File: config.mk
export PLATFORM = sky130hd
export DESIGN_NAME = alu_shift_rotate_pipe
export DESIGN_NICKNAME = d
export VERILOG_FILES = /design/src/rtl/alu_shift_pkg.sv /design/src/rtl/alu_shift_stage.sv /design/src/rtl/alu_shift_rotate_pipe.sv
export SDC_FILE = /design/constraint.sdc
export NUM_CORES = 1
export LEC_CHECK = 0
export ABC_AREA = 1
export BUFFER_PORTS_ARGS = -buffer_cell sky130_fd_sc_hd__buf_2
export CORE_MARGIN = 2
export CORE_UTILIZATION = 60
export CTS_CLUSTER_DIAMETER = 150
export DETAILED_ROUTE_END_ITERATION = 12
export PLACE_DENSITY = 0.9
export RECOVER_POWER = 100
export SYNTH_ARGS = -nofsm -noshare
export SYNTH_HDL_FRONTEND = slang
export SYNTH_HIERARCHICAL = 1
export SYNTH_SLANG_ARGS = --single-unit
File: constraint.sdc
create_clock -name clk -period 1.3 [get_ports clk]
set_input_delay 0.26 -clock clk [delete_from_list [all_inputs] [get_ports clk]]
set_output_delay 0.26 -clock clk [all_outputs]
set_load 0.01 [all_outputs]
File: src/rtl/alu_shift_pkg.sv
// Shared types and helpers for the pipelined shift/rotate unit.
// Stage records carry control state alongside the data and the remaining amount.
package alu_shift_pkg;

    localparam int MAX_N = 64;

    typedef enum logic [2:0] {
        OP_ROR = 3'd0,
        OP_ROL = 3'd1,
        OP_SRL = 3'd2,
        OP_SLL = 3'd3,
        OP_SRA = 3'd4
    } shift_op_e;

    // Width-independent part of a stage record; data and amount travel beside it.
    typedef struct packed {
        logic      valid;
        shift_op_e op;
        logic      fill;
        logic      carry;
        logic      err;
        logic      rev;
    } stage_ctl_t;

    // Reverses the low n bits of x; bits at and above n come back as zero.
    function automatic logic [MAX_N-1:0] bit_reverse(input logic [MAX_N-1:0] x, input int unsigned n);
        logic [MAX_N-1:0] r;
        r = '0;
        for (int unsigned i = 0; i < MAX_N; i++) begin
            if (i < n) r[i] = x[n-1-i];
        end
        return r;
    endfunction

endpackage

File: src/rtl/alu_shift_stage.sv
// One pipeline stage: conditionally rotates or shifts right by SHIFT when the
// low bit of the remaining amount is set, then hands the amount on shifted down.
module alu_shift_stage
    import alu_shift_pkg::*;
#(
    parameter int N     = 8,
    parameter int SHIFT = 1,
    localparam int S    = $clog2(N)
) (
    input  logic         clk,
    input  logic         rst,
    input  logic         adv,
    input  logic [N-1:0] data_in,
    input  logic [S-1:0] amt_in,
    input  stage_ctl_t   ctl_in,
    output logic [N-1:0] data_out,
    output logic [S-1:0] amt_out,
    output stage_ctl_t   ctl_out,
    output logic         zero_out
);

    logic         rotate;
    logic [N-1:0] data_next;
    logic [N-1:0] data_reg;
    logic [S-1:0] amt_reg;
    stage_ctl_t   ctl_reg;
    logic         zero_reg;

    always_comb begin
        rotate    = (ctl_in.op == OP_ROR) || (ctl_in.op == OP_ROL);
        data_next = data_in;
        if (amt_in[0]) begin
            data_next = rotate ? {data_in[SHIFT-1:0], data_in[N-1:SHIFT]}
                               : {{SHIFT{ctl_in.fill}}, data_in[N-1:SHIFT]};
        end
    end

    // The zero flag is registered alongside the data so the output never decodes it combinationally.
    always_ff @(posedge clk or posedge rst) begin
        if (rst) begin
            data_reg <= '0;
            amt_reg  <= '0;
            ctl_reg  <= '0;
            zero_reg <= 1'b0;
        end else if (adv) begin
            data_reg <= data_next;
            amt_reg  <= amt_in >> 1;
            ctl_reg  <= ctl_in;
            zero_reg <= (data_next == '0);
        end
    end

    assign data_out = data_reg;
    assign amt_out  = amt_reg;
    assign ctl_out  = ctl_reg;
    assign zero_out = zero_reg;

endmodule

File: src/rtl/alu_shift_rotate_pipe.sv
// Pipelined N-bit rotate/shift unit with carry, zero and illegal-op flags and a
// single global advance for valid/ready backpressure.
module alu_shift_rotate_pipe
    import alu_shift_pkg::*;
#(
    parameter int N  = 8,
    localparam int S = $clog2(N)
) (
    input  logic         clk,
    input  logic         rst,
    input  logic         in_valid,
    output logic         in_ready,
    input  logic [N-1:0] in_a,
    input  logic [S-1:0] in_amt,
    input  logic [2:0]   in_op,
    output logic         out_valid,
    input  logic         out_ready,
    output logic [N-1:0] out_y,
    output logic         out_carry,
    output logic         out_zero,
    output logic         out_err
);

    if (N < 2 || (N & (N - 1)) != 0 || N > MAX_N) begin : g_bad_width
        $fatal(1, "alu_shift_rotate_pipe: N must be a power of two between 2 and %0d", MAX_N);
    end

    logic         adv;
    logic         is_err;
    logic         is_shift;
    logic [N-1:0] data0;
    logic [S-1:0] amt0;
    stage_ctl_t   ctl0;

    logic [N-1:0] st_data [0:S];
    logic [S-1:0] st_amt  [0:S];
    stage_ctl_t   st_ctl  [0:S];
    logic         st_zero [1:S];

    // Bubbles are not collapsed: the whole pipe moves together or not at all.
    assign adv      = !out_valid || out_ready;
    assign in_ready = adv;

    // ROL becomes ROR by (N-k) mod N; SLL runs as SRL on reversed data.
    always_comb begin
        is_err   = (in_op > 3'd4);
        is_shift = (in_op == OP_SRL) || (in_op == OP_SLL) || (in_op == OP_SRA);
        data0    = (in_op == OP_SLL) ? N'(bit_reverse(MAX_N'(in_a), N)) : in_a;
        amt0     = '0;
        if (!is_err) amt0 = (in_op == OP_ROL) ? S'(0) - in_amt : in_amt;
        ctl0       = '0;
        ctl0.valid = in_valid;
        ctl0.op    = shift_op_e'(in_op);
        ctl0.fill  = (in_op == OP_SRA) && in_a[N-1];
        ctl0.carry = is_shift && (in_amt != '0) && data0[in_amt - S'(1)];
        ctl0.err   = is_err;
        ctl0.rev   = (in_op == OP_SLL);
    end

    assign st_data[0] = data0;
    assign st_amt[0]  = amt0;
    assign st_ctl[0]  = ctl0;

    for (genvar gi = 0; gi < S; gi++) begin : g_stage
        alu_shift_stage #(
            .N     (N),
            .SHIFT (1 << gi)
        ) u_stage (
            .clk      (clk),
            .rst      (rst),
            .adv      (adv),
            .data_in  (st_data[gi]),
            .amt_in   (st_amt[gi]),
            .ctl_in   (st_ctl[gi]),
            .data_out (st_data[gi+1]),
            .amt_out  (st_amt[gi+1]),
            .ctl_out  (st_ctl[gi+1]),
            .zero_out (st_zero[gi+1])
        );
    end

    assign out_valid = st_ctl[S].valid;
    assign out_carry = st_ctl[S].carry;
    assign out_err   = st_ctl[S].err;
    assign out_zero  = st_zero[S];
    assign out_y     = st_ctl[S].rev ? N'(bit_reverse(MAX_N'(st_data[S]), N)) : st_data[S];

endmodule

==> flow_summary.yaml <==
outcome:
  status: "finished, violations left"
  violations: "negative setup slack"
placement:
  dp_cells: 457
  dpl.hpwl_um: 4130
  place_congestion: 0.891
  io_buffers: 30
worst_setup_path:
  r2r-start: "g_stage[2].u_stage/ctl_out[7]"
  path_class: "flop to flop"
  crit_fanout: 7
  worstPathArrival_ps: 1650
  cp-end-kind: "flop"
  start_kind: "flop"
  cp.required_ps: 1490
  r2r_setup_slack_ps: -150
  crit_path_start: "g_stage[2].u_stage/ctl_out[7]"
final_layout:
  final_nets: 447
  area_growth_pct: 22.7
  final_cell_mix: "150 x nand2_1, 43 x dfrtp_1, 34 x inv_1, 24 x buf_2, 22 x buf_4"
  fillCellCount: 305
  drive_gt1_share_pct: 27.1
  multi_input_area_um2: 1310
  seqCellArea_um2: 1150
  diodes: 0
  final_util_pct: 75.8
  final_common_cell: "nand2_1"
  layout.cells.non_filler: 480
clocking:
  cts_root_buffer: "clkbuf_8"
  cts_buffers: 5
  htree_levels: 2
  cts_tree: "done"
  insertion_delay_ps: 310
  path_clk_slew_ps: 90
  clk_path_buf_depth: 2
  cts.sinks: 46
timing:
  rsz0062_at_grt: "true"
  slew_headroom_pct: 62.4
  setup_viol: 27
  hold_violations: 0
  whs_ps: 152
  worst_slack_ps: -151
  slew_violations: 0
  skew_ps: 8.23
  fin_crit_sh_pct: 112
  max_freq_ghz: 0.689
  tightestPinTransition_ps: 563
  period_needed_ps: 1450
routing:
  wl_met2_um: 3460
  drtAntennaViolNets: 0
  dr.pass1.iters: 4
  drt_iter0_drc: 197
  drt-wirelength-per-cell_um: 13.6
  top_layer_used: "met4"
  vias_per_cell: 5.40
  drt-met1-wl_um: 2450
  drc: 0
  met3RoutedLength_um: 351
  vias: 2592
  wl_um: 6540
global_routing:
  grt_usage_pct: 26.8
  grt_pass1_vias: 2498
  grt_pass1_wl_um: 10500
  gr-total-overflow: 0
  grt_max_degree: 23
  antenna_found_initial: 0
die:
  die_x_um: 70.5
  coreArea_um2: 4290
  start_util_pct: 61.7
  die-area_um2: 4970
  row_count: 24
  die_h_um: 70.5
  pin_count: 31
min_path:
  hp-start: "in_valid"
  holdCritPathClass: "primary input to flop"
power:
  p_per_area_nw_per_um2: 1890
  power.leakage_nw: 1.75
  total_power_w: 0.00616
  ir_worst_vdd_mv: 0.635
yosys:
  yosys_warnings: 6
  syn_area_um2: 2650
  syn_inst: 372
  synth_nets: 392
  syn_area_per_cell_um2: 7.13
flow_run:
  cap_viol_max_count: 0
==> sequential cells by signal, indices dropped and copies added, names as in the netlist <==
signal and count:
g_stage.u_stage/ctl_out 18, g_stage.u_stage/amt_out 3, g_stage.u_stage/data_out 24, g_stage.u_stage/zero_out 1
==> layer usage <==
layer	track usage, %	vias up
met2	49.9	107
met5	0	-
met4	13.5	0
met1	28.5	1193
met3	5.05	26
li1	-	1266
==> worst paths after layout <==
path                                            endpoint  depth (start not counted)
min                        g_stage[0].u_stage/ctl_out[7]                          3
max reg2reg                g_stage[0].u_stage/ctl_out[5]                          5
min in group asynchronous  g_stage[2].u_stage/ctl_out[1]                          3
max                        g_stage[0].u_stage/ctl_out[5]                          5
min reg2reg                g_stage[2].u_stage/ctl_out[1]                          2
max in group asynchronous  g_stage[1].u_stage/amt_out[0]                          3
==> final cells by class <==
cell class / instances / share of cell area [%]
inverter: 42 / 5.57
clock buffer: 5 / 2.11
sequential: 46 / 35.5
clock inverter: 3 / 0.577
timing repair buffer: 63 / 14.0
timing repair inverter: 1 / 0.154
multi-input combinational: 268 / 40.1
tap: 52 / 2.00
==> critical path, stage by stage (launching register included) <==
cell        delay [ps]
dfrtp_1            400
nand2_1            170
clkbuf_2           240
clkinvlp_2         280
nand2_1            170
nand2_1             70
==> through the flow <==
step	setup TNS, ps	worst slack [ps]	instance area, um^2
final	-2030	-151	3250
after global routing	-4230	-233	3250
after CTS	-883	-117	3210
after detailed placement	-175	-74.0	2920
after global placement	-61.6	-53.0	2920
after floorplan	0	50.4	2650
==> power breakdown <==
group	switching, W	leakage [nW]	internal (W)
logic	0.00161	1.15	0.00118
clock network	0.000490	0.0483	0.000378
registers	0.000534	0.561	0.00197
==> repair_timing <==
| action | in CTS | in global routing |
|---|---|---|
| endpoints found under the setup margin | 9 | 27 |
| pin swaps | 8 | 3 |
| gates cloned | 1 | 1 |
| hold buffers | 1 | 0 |
| endpoints found under the hold margin | 30 | 0 |
| setup buffers | 8 | 4 |
| gates resized for setup | 28 | 13 |
Note: power is estimated with default switching activity, not from simulation.
